### src/rtl/iir_biquad_cascade.sv
// Cascade of NSEC Direct-Form-I biquad sections sharing one multiplier-
// accumulator. Accepts one sample per 6*NSEC+1 clocks over a valid/ready
// handshake. Coefficients are programmable at run time while the block is idle.
module iir_biquad_cascade #(
  parameter int NSEC = 5,
  parameter int DW   = 16,
  parameter int CW   = 18
) (
  input  logic                 clk,
  input  logic                 reset,
  input  logic                 clear,
  input  logic                 in_valid,
  output logic                 in_ready,
  input  logic signed [DW-1:0] in_data,
  output logic                 out_valid,
  output logic signed [DW-1:0] out_data,
  output logic                 out_sat,
  input  logic                 coef_we,
  output logic                 coef_ready,
  input  logic [5:0]           coef_addr,
  input  logic signed [CW-1:0] coef_wdata
);

  localparam int PW = DW + CW;
  localparam int AW = DW + CW + 3;
  localparam int SW = (NSEC > 1) ? $clog2(NSEC) : 1;

  localparam logic [SW-1:0]        LAST_SEC = SW'(NSEC - 1);
  localparam logic signed [CW-1:0] UNITY    = CW'(1) <<< (CW - 2);
  localparam logic signed [AW-1:0] RND      = AW'(1) <<< (CW - 3);
  localparam logic signed [DW-1:0] DMAX     = {1'b0, {(DW-1){1'b1}}};
  localparam logic signed [DW-1:0] DMIN     = {1'b1, {(DW-1){1'b0}}};
  localparam logic signed [AW-1:0] SMAX     = AW'(DMAX);
  localparam logic signed [AW-1:0] SMIN     = AW'(DMIN);

  typedef enum logic [1:0] {S_IDLE, S_MAC, S_WB} state_t;

  state_t              state_q, state_d;
  logic [2:0]          k_q, k_d;
  logic [SW-1:0]       sec_q, sec_d;
  logic                accept, wb, wb_last;

  // Input of the section currently being computed (sample, then previous y).
  logic signed [DW-1:0] xin_q;
  logic signed [AW-1:0] acc_q, acc_d;
  logic                 sticky_q;

  logic                 out_valid_q, out_sat_q;
  logic signed [DW-1:0] out_data_q;

  logic signed [CW-1:0] coef_q [NSEC][5];
  logic signed [DW-1:0] x1_q [NSEC];
  logic signed [DW-1:0] x2_q [NSEC];
  logic signed [DW-1:0] y1_q [NSEC];
  logic signed [DW-1:0] y2_q [NSEC];

  // A write that arrives together with a sample is parked here so the sample
  // in flight keeps computing with the old coefficient set.
  logic                 pend_q;
  logic [5:0]           pend_addr_q;
  logic signed [CW-1:0] pend_data_q;

  logic                 idle, direct_wr, pend_set, commit, wr_en;
  logic [5:0]           wr_addr;
  logic signed [CW-1:0] wr_data;

  logic signed [DW-1:0] op;
  logic signed [CW-1:0] cf;
  logic signed [PW-1:0] op_ext, cf_ext, prod;
  logic signed [AW-1:0] term;
  logic [DW:0]          rs;
  logic signed [DW-1:0] y_wb;
  logic                 sat_wb;

  // Round half-up at the Q(CW-2) binary point, then clamp to the sample range.
  // Bit DW of the result flags that clamping happened.
  function automatic logic [DW:0] round_sat(input logic signed [AW-1:0] a);
    logic signed [AW-1:0] r;
    r = (a + RND) >>> (CW - 2);
    if (r > SMAX)      round_sat = {1'b1, DMAX};
    else if (r < SMIN) round_sat = {1'b1, DMIN};
    else               round_sat = {1'b0, r[DW-1:0]};
  endfunction

  assign idle       = (state_q == S_IDLE);
  assign in_ready   = idle;
  assign coef_ready = idle;
  assign out_valid  = out_valid_q;
  assign out_data   = out_data_q;
  assign out_sat    = out_sat_q;

  // Sequencer: IDLE -> (MAC x5 -> WB) per section; clear abandons a sample.
  always_comb begin
    state_d = state_q;
    k_d     = k_q;
    sec_d   = sec_q;
    accept  = 1'b0;
    wb      = 1'b0;
    wb_last = 1'b0;
    case (state_q)
      S_IDLE: begin
        if (in_valid) begin
          accept  = 1'b1;
          state_d = S_MAC;
          k_d     = 3'd0;
          sec_d   = '0;
        end
      end
      S_MAC: begin
        if (k_q == 3'd4) state_d = S_WB;
        else             k_d     = k_q + 3'd1;
      end
      S_WB: begin
        wb  = 1'b1;
        k_d = 3'd0;
        if (sec_q == LAST_SEC) begin
          wb_last = 1'b1;
          state_d = S_IDLE;
        end else begin
          sec_d   = sec_q + 1'b1;
          state_d = S_MAC;
        end
      end
      default: state_d = S_IDLE;
    endcase
    if (clear && !idle) begin
      state_d = S_IDLE;
      wb      = 1'b0;
      wb_last = 1'b0;
    end
  end

  // Coefficient write steering: direct in idle, deferred when a sample starts.
  always_comb begin
    direct_wr = idle && coef_we && !accept;
    pend_set  = idle && coef_we && accept;
    commit    = pend_q && !idle && (state_d == S_IDLE);
    wr_en     = direct_wr || commit;
    wr_addr   = direct_wr ? coef_addr  : pend_addr_q;
    wr_data   = direct_wr ? coef_wdata : pend_data_q;
  end

  // MAC operand selection and one product per cycle; a-terms are subtracted.
  always_comb begin
    op = '0;
    case (k_q)
      3'd0:    op = xin_q;
      3'd1:    op = x1_q[sec_q];
      3'd2:    op = x2_q[sec_q];
      3'd3:    op = y1_q[sec_q];
      3'd4:    op = y2_q[sec_q];
      default: op = '0;
    endcase
    cf     = coef_q[sec_q][k_q];
    op_ext = PW'(op);
    cf_ext = PW'(cf);
    prod   = op_ext * cf_ext;
    term   = AW'(prod);
    if (k_q >= 3'd3) term = -term;
    acc_d  = (k_q == 3'd0) ? term : acc_q + term;
  end

  assign rs     = round_sat(acc_q);
  assign y_wb   = rs[DW-1:0];
  assign sat_wb = rs[DW];

  // Sequencer state register.
  always_ff @(posedge clk or negedge reset) begin
    if (!reset) begin
      state_q <= S_IDLE;
      k_q     <= 3'd0;
      sec_q   <= '0;
    end else begin
      state_q <= state_d;
      k_q     <= k_d;
      sec_q   <= sec_d;
    end
  end

  // Datapath registers: section input, accumulator and parked coefficient write.
  always_ff @(posedge clk) begin
    if (accept)  xin_q <= in_data;
    else if (wb) xin_q <= y_wb;
    if (state_q == S_MAC) acc_q <= acc_d;
    if (pend_set) begin
      pend_addr_q <= coef_addr;
      pend_data_q <= coef_wdata;
    end
  end

  // Per-sample saturation flag, output register and parked-write flag.
  always_ff @(posedge clk or negedge reset) begin
    if (!reset) begin
      sticky_q    <= 1'b0;
      out_valid_q <= 1'b0;
      out_data_q  <= '0;
      out_sat_q   <= 1'b0;
      pend_q      <= 1'b0;
    end else begin
      if (accept)            sticky_q <= 1'b0;
      else if (wb && sat_wb) sticky_q <= 1'b1;
      out_valid_q <= wb_last;
      if (wb_last) begin
        out_data_q <= y_wb;
        out_sat_q  <= sticky_q | sat_wb;
      end
      if (pend_set)    pend_q <= 1'b1;
      else if (commit) pend_q <= 1'b0;
    end
  end

  // Section history: shifted at writeback, zeroed by clear.
  always_ff @(posedge clk or negedge reset) begin
    if (!reset) begin
      for (int s = 0; s < NSEC; s++) begin
        x1_q[s] <= '0;
        x2_q[s] <= '0;
        y1_q[s] <= '0;
        y2_q[s] <= '0;
      end
    end else if (clear) begin
      for (int s = 0; s < NSEC; s++) begin
        x1_q[s] <= '0;
        x2_q[s] <= '0;
        y1_q[s] <= '0;
        y2_q[s] <= '0;
      end
    end else if (wb) begin
      x2_q[sec_q] <= x1_q[sec_q];
      x1_q[sec_q] <= xin_q;
      y2_q[sec_q] <= y1_q[sec_q];
      y1_q[sec_q] <= y_wb;
    end
  end

  // Coefficient bank; resets to passthrough (b0 = 1.0). Out-of-range addresses
  // match no entry and are dropped.
  always_ff @(posedge clk or negedge reset) begin
    if (!reset) begin
      for (int s = 0; s < NSEC; s++)
        for (int k = 0; k < 5; k++)
          coef_q[s][k] <= (k == 0) ? UNITY : '0;
    end else if (wr_en) begin
      for (int s = 0; s < NSEC; s++)
        for (int k = 0; k < 5; k++)
          if (wr_addr == 6'(s * 5 + k)) coef_q[s][k] <= wr_data;
    end
  end

endmodule
### config.mk
export PLATFORM = sky130hd
export DESIGN_NAME = iir_biquad_cascade
export DESIGN_NICKNAME = d
export VERILOG_FILES = /design/src/rtl/iir_biquad_cascade.sv
export SDC_FILE = /design/constraint.sdc
export NUM_CORES = 2
export LEC_CHECK = 0
export BUFFER_PORTS_ARGS = -buffer_cell sky130_fd_sc_hd__buf_2
export CORE_ASPECT_RATIO = 0.8
export CORE_MARGIN = 2
export CORE_UTILIZATION = 40
export DETAILED_ROUTE_END_ITERATION = 8
export PLACE_DENSITY_LB_ADDON = 0.3
export SYNTH_ARGS = -nofsm -noshare
export SYNTH_HDL_FRONTEND = slang
export SYNTH_SLANG_ARGS = --single-unit
### constraint.sdc
create_clock -name clk -period 12.3 [get_ports clk]
set_clock_uncertainty 0.05 [all_clocks]
set_input_delay 0.615 -clock clk [delete_from_list [all_inputs] [get_ports clk]]
set_output_delay 0.615 -clock clk [all_outputs]
set_load 0.02 [all_outputs]
# Yosys cells after proc, flatten, opt, wreduce, memory -nomap -nowiden
# Index checks and enable logic that the tools add are counted.
dict set report totals {
  ff_bits 875
  latch_bits 0
  ramBits 0
  romBits 0
  inputBits 45
  output_inout_bits 20
  elab_cells 216
  mem_count 0
}
dict set report classes {
  addsub 5
  mul 1
  div 0
  magnitude_cmp 6
  n_eq_ne 34
  n_shift 0
  n_mux 62
  n_bitwise 3
  n_reduce_logical 48
}
# operator count
set op_table {}
lappend op_table {{$mux 80} 8}
lappend op_table {{$bwmux 80} 4}
lappend op_table {{$bmux 90 s3} 1}
lappend op_table {{$bmux 16 s3} 4}
lappend op_table {{$mux 90} 2}
lappend op_table {{$mux 16} 11}
lappend op_table {{$pmux 16 s5} 1}
lappend op_table {{$mux 37} 2}
lappend op_table {{$bmux 18 s3} 1}
lappend op_table {{$eq 6x5->1 const B} 9}
lappend op_table {{$mux 18} 3}
lappend op_table {{$reduce_and 2->1} 25}
lappend op_table {{$demux 16 s3} 1}
lappend op_table {{$eq 6x4->1 const B} 8}
lappend op_table {{$add 37x17->37 const B} 1}
lappend op_table {{$add 37x37->37} 1}
lappend op_table {{$neg 34->37} 1}
lappend op_table {{$mul 16x18->34} 1}
lappend op_table {{$mux 17} 2}
lappend op_table {{$eq 6x3->1 const B} 4}
lappend op_table {{$gt 21x16->1 const B} 1}
lappend op_table {{$lt 21x16->1 const B} 1}
lappend op_table {{$eq 6x2->1 const B} 2}
lappend op_table {{$mux 1} 12}
lappend op_table {{other kinds (28)} 53}

# Longest topological paths before layout
dict set report depth {
  word_depth 12
  mapped_depth 52
}

# Worst setup path before layout
# Ideal clock, no wire load.
dict set report synth_timing {
  kind {reg2reg}
  startpoint {register sec_q[1]}
  endpoint {register acc_q[36] (data pin)}
  setup_time_ns 0.265
  arrival_time_ns 11.036
  required_time_ns 11.985
  path_slack_ns 0.949
  path_stages_with_launch 46
  n_path_buf 7
  cell_sequence {dfrtp_1 > buf_4 > buf_4 > buf_2 > buf_2 > buf_1 > mux4_2 > a21oi_1 > o221ai_1 > a221oi_1 > buf_2 > nor2_1 > fa_1 > inv_1 > fa_1 > fa_1 > inv_1 > fa_1 > [10 not listed] > o311ai_1 > o21ai_1 > nor4b_4 > nand2_2 > o21ai_0 > xnor2_1 > ha_1 > a21oi_1 > nor2b_1 > o21ai_0 > nand2b_1 > a21oi_1 > o21ai_0 > o21ai_0 > o21ai_0 > o41ai_1 > mux2i_1 > xnor2_1}
}
dict set report synth_between {
  elab_chain_len 12
}
# item line
set synth_lines {}
lappend synth_lines {{start, declared} 40} ;# logic [SW-1:0] sec_q, sec_d;
lappend synth_lines {{start signal, assigned} 172} ;# sec_q <= '0;
lappend synth_lines {{start signal, assigned} 176} ;# sec_q <= sec_d;
lappend synth_lines {{$not 3->4 (implied by the code) (*)} --}
lappend synth_lines {{$bmux 90 s3} 154} ;# cf = coef_q[sec_q][k_q];
lappend synth_lines {{$mux 90 (implied by the code) (2 in series)} 154}
lappend synth_lines {{$bmux 18 s3} 154}
lappend synth_lines {{$mux 18 (implied by the code) (2 in series)} 154}
lappend synth_lines {{$mul 16x18->34 (*)} 157} ;# prod = op_ext * cf_ext;
lappend synth_lines {{$neg 34->37} 159} ;# if (k_q >= 3'd3) term = -term;
lappend synth_lines {{$mux 37 (*)} 159}
lappend synth_lines {{$add 37x37->37} 160} ;# acc_d = (k_q == 3'd0) ? term : acc_q + term;
lappend synth_lines {{$mux 37 (*)} 160}
lappend synth_lines {{named net acc_d[36]} 45} ;# logic signed [AW-1:0] acc_q, acc_d;
lappend synth_lines {{end signal, assigned} 184} ;# if (state_q == S_MAC) acc_q <= acc_d;
lappend synth_lines {{end, declared} 45}
# Mark *: on every way through the listed nets, which the timed path passes. The rest lies on a longest branch. The select of a mux whose other input is x is not followed.
# A chain may end at the register's enable or synchronous reset.

# Worst setup path in the final report
dict set report layout_timing {
  startpoint {register sec_q[0]}
  endpoint {register acc_q[34] (data pin)}
}
# Same word-level chain as after synthesis.

==> impl_metrics.json <==
{
  "grt_overflow": 0,
  "setup.worst_path.start_class": "flip-flop",
  "critPathCaptureType": "flip-flop",
  "drtIter0Drc": 3864,
  "post_synth_inst_count": 5533,
  "area_growth_pct": 12.1,
  "hold_path_depth": 1,
  "gr-usage-met2": 0.362,
  "clockRootBuffer": "clkbuf_16",
  "viasPerCell": 5.70,
  "synth_edf_count": 77,
  "worst_ep_required_time_ns": 12.67,
  "stdcell_area_um2": 58700,
  "cpMostUsedCell": "fa_1",
  "syn_area_per_cell_um2": 9.45,
  "synth_xor_area_frac": 0.0174,
  "timing.rr.start": "sec_q[0]",
  "min_period_over_period": 0.950,
  "gp_congestion": 0.880,
  "gr-max-usage-layer": "met2",
  "critical-path-max-stage-delay_ns": 0.59,
  "clockBufferDepth": 3,
  "hp-start": "coef_wdata[6]",
  "synth_nets": 6002,
  "place_inst": 7130,
  "synth_simple_gate_area_frac": 0.130,
  "seq_area_frac_synth": 0.426,
  "core_um2": 130000,
  "synth_cell_types": 85,
  "ys.flop_type": "dfrtp_1",
  "clk_pin_slew_ns": 0.06,
  "rows": 118,
  "synth_compound_area_frac": 0.191,
  "worst_slew_pin_slew_ns": 1.23,
  "critPathKind": "reg2reg",
  "reg2reg_setup_slack_ns": 0.62,
  "crit_arrival_ns": 12.06,
  "drt-total-wl_um": 161000,
  "ys_ff_latch": 875,
  "die_h_um": 327,
  "cap_violations": 0,
  "holdCritPathClass": "in2reg",
  "antenna_found_initial": 0,
  "globalRouteMet1Util": 0.361,
  "async_flop_share": 0.912,
  "slowest_stage": "fa_1",
  "drive_gt1_frac": 0.121,
  "dieArea_um2": 134000,
  "tns_ns": 0,
  "grt_max_degree": 187,
  "grt_pass1_wl_um": 253000,
  "final_net_count": 5966,
  "grt_pass1_vias": 41367,
  "cts_buffers": 93,
  "synthMuxAreaShare": 0.0361,
  "clk-insertion-delay-late_ns": 0.76,
  "num_io_pins": 65,
  "antenna_left": 0,
  "holdWs_ns": 0.0283,
  "synth_top_family_by_area": "compound AO/OA/AOI/OAI gates",
  "r2r_cells": 40,
  "numClockSinks": 875,
  "fmax_mhz": 85.6,
  "reg2reg_to": "acc_q[34]",
  "synth_fa_ha_area_frac": 0.143,
  "path_max_fanout": 37,
  "drtPass1Iterations": 6,
  "fin_crit_ns": 11.68,
  "finalHoldViolations": 0,
  "htree_levels": 3,
  "dpl-instance-area_um2": 55200,
  "met3_usage": 0.0425,
  "min_to": "pend_data_q[6]",
  "num_vias": 41694,
  "initial_core_util": 0.404,
  "setup_viol": 0,
  "cts_tree": "built",
  "yosysWarningCount": 0,
  "syn_area_um2": 52300,
  "final_cells": 7318,
  "maxSlewViolCount": 0,
  "drc": 0,
  "dp.final_hpwl_um": 104000,
  "outcome": "completed",
  "wire_per_inst_um": 21.9,
  "slew_headroom": 0.161,
  "grt_use_total": 0.241,
  "port_buffers": 64,
  "die_w_um": 408
}
-- final cells by class --
| cell class | instances | area (um2) |
|---|---|---|
| tap | 1740 | 2180 |
| inverter | 359 | 1350 |
| clock inverter | 50 | 688 |
| clock buffer | 125 | 2630 |
| multi-input combinational | 3907 | 27500 |
| antenna | 1 | 2.50 |
| timing repair buffer | 261 | 2050 |
| sequential | 875 | 22300 |
| fill | 12418 | 71000 |
-- logic make-up after synthesis --
logic type / after synthesis
AOI/OAI and AO/OA: 1671
buffers and inverters: 751
and+or+nand+nor: 1560
xor gates and xnor gates: 104
adders and majority gates: 424
muxes: 148
DFF: 875
-- metal layers --
metal	up-vias	part of all wire	routed length, um
met5	-	0	0
met4	0	0.023	3710
met3	232	0.082	13100
met2	1657	0.43	69500
met1	20888	0.46	74200
li1	18917	-	-
-- registers in the layout (all words and copies together) (netlist names), 18 cells and up --
register / flops
coef_q: 450
x1_q: 80
x2_q: 80
y1_q: 80
y2_q: 80
acc_q: 37
pend_data_q: 18
-- stage by stage --
stage / setup slack [ns] / util
final: 0.615 / 0.453
after global routing: -0.0196 / 0.452
after CTS: 0.0949 / 0.451
after detailed placement: 0.102 / 0.425
after global placement: 0.343 / 0.425
after floorplan: 0.949 / -
-- worst max-delay path, delay by kind of cell, from the launching register on --
family                     cells  cell delay [ns]
adders and majority gates      8             3.67
AOI/OAI and AO/OA             11             3.00
and+or+nand+nor                9             1.91
buffers and inverters          8             1.21
muxes                          2             0.77
DFF                            1             0.52
xor gates and xnor gates       2             0.17
-- cell usage in the layout (no fill, tap or decap), drive strengths merged, types with 21 or more instances in the layout --
cell type  netlist  layout
inv            358     359
fa             292     292
o22ai          121     121
buf             75     256
nor3            21      21
o221ai          41      41
and2            24      24
edfxtp          77      77
nand2          836     836
or2            122     122
dfrtp          793     793
ha             132     132
xor2            38      38
mux4            31      31
a21o            23      23
a211oi          25      25
nor2           339     339
xnor2           66      66
clkbuf         317     125
a22o            81      81
a22oi          120     120
nand3           58      58
clkinv           1      35
o21a            26      26
and3            40      40
a21oi          268     268
mux2i          101     101
nor2b           36      36
nand2b          23      23
o21ai          814     814
o22a            22      22
-- worst max path at each step --
| stage | startpoint | endpoint | slack [ns] | cells after the start |
|---|---|---|---|---|
| finish | sec_q[0] | acc_q[34] | 0.62 | 40 |
| global route | sec_q[0] | acc_q[34] | -0.02 | 40 |
| CTS | sec_q[0] | acc_q[36] | 0.09 | 40 |
| detailed placement | sec_q[1] | acc_q[36] | 0.10 | 44 |
| global placement | sec_q[1] | acc_q[36] | 0.34 | 44 |
| floorplan | sec_q[1] | acc_q[36] | 0.95 | 45 |
-- timing repair --
| action | 4_1_cts | 5_1_grt |
|---|---|---|
| gates resized for setup | 1 | 20 |
| buffers inserted | 0 | 7 |
| endpoints found under the hold margin | 99 | 0 |
| pin swaps | 0 | 2 |
| hold buffers | 5 | 0 |
| endpoints found under the setup margin | 1 | 6 |
-- synthesized netlist by cell type, types with 34 or more instances --
cell,count,share of area
a22o_1,81,0.014
mux2i_1,101,0.019
a22oi_1,120,0.017
xnor2_1,66,0.011
or2_2,122,0.015
buf_2,34,0.0033
edfxtp_1,77,0.044
fa_1,292,0.11
o221ai_1,41,0.0069
ha_1,132,0.032
o21ai_0,804,0.077
o22ai_1,121,0.014
inv_1,357,0.026
xor2_1,38,0.0064
nand2_1,835,0.060
nor2b_1,36,0.0043
dfrtp_1,793,0.38
clkbuf_1,317,0.023
a21oi_1,266,0.025
nor2_1,339,0.024
nand3_1,57,0.0055
and3_1,40,0.0048
Power is not shown: default switching activity piles up to over one toggle a cycle in this logic, so the estimate is an artifact.
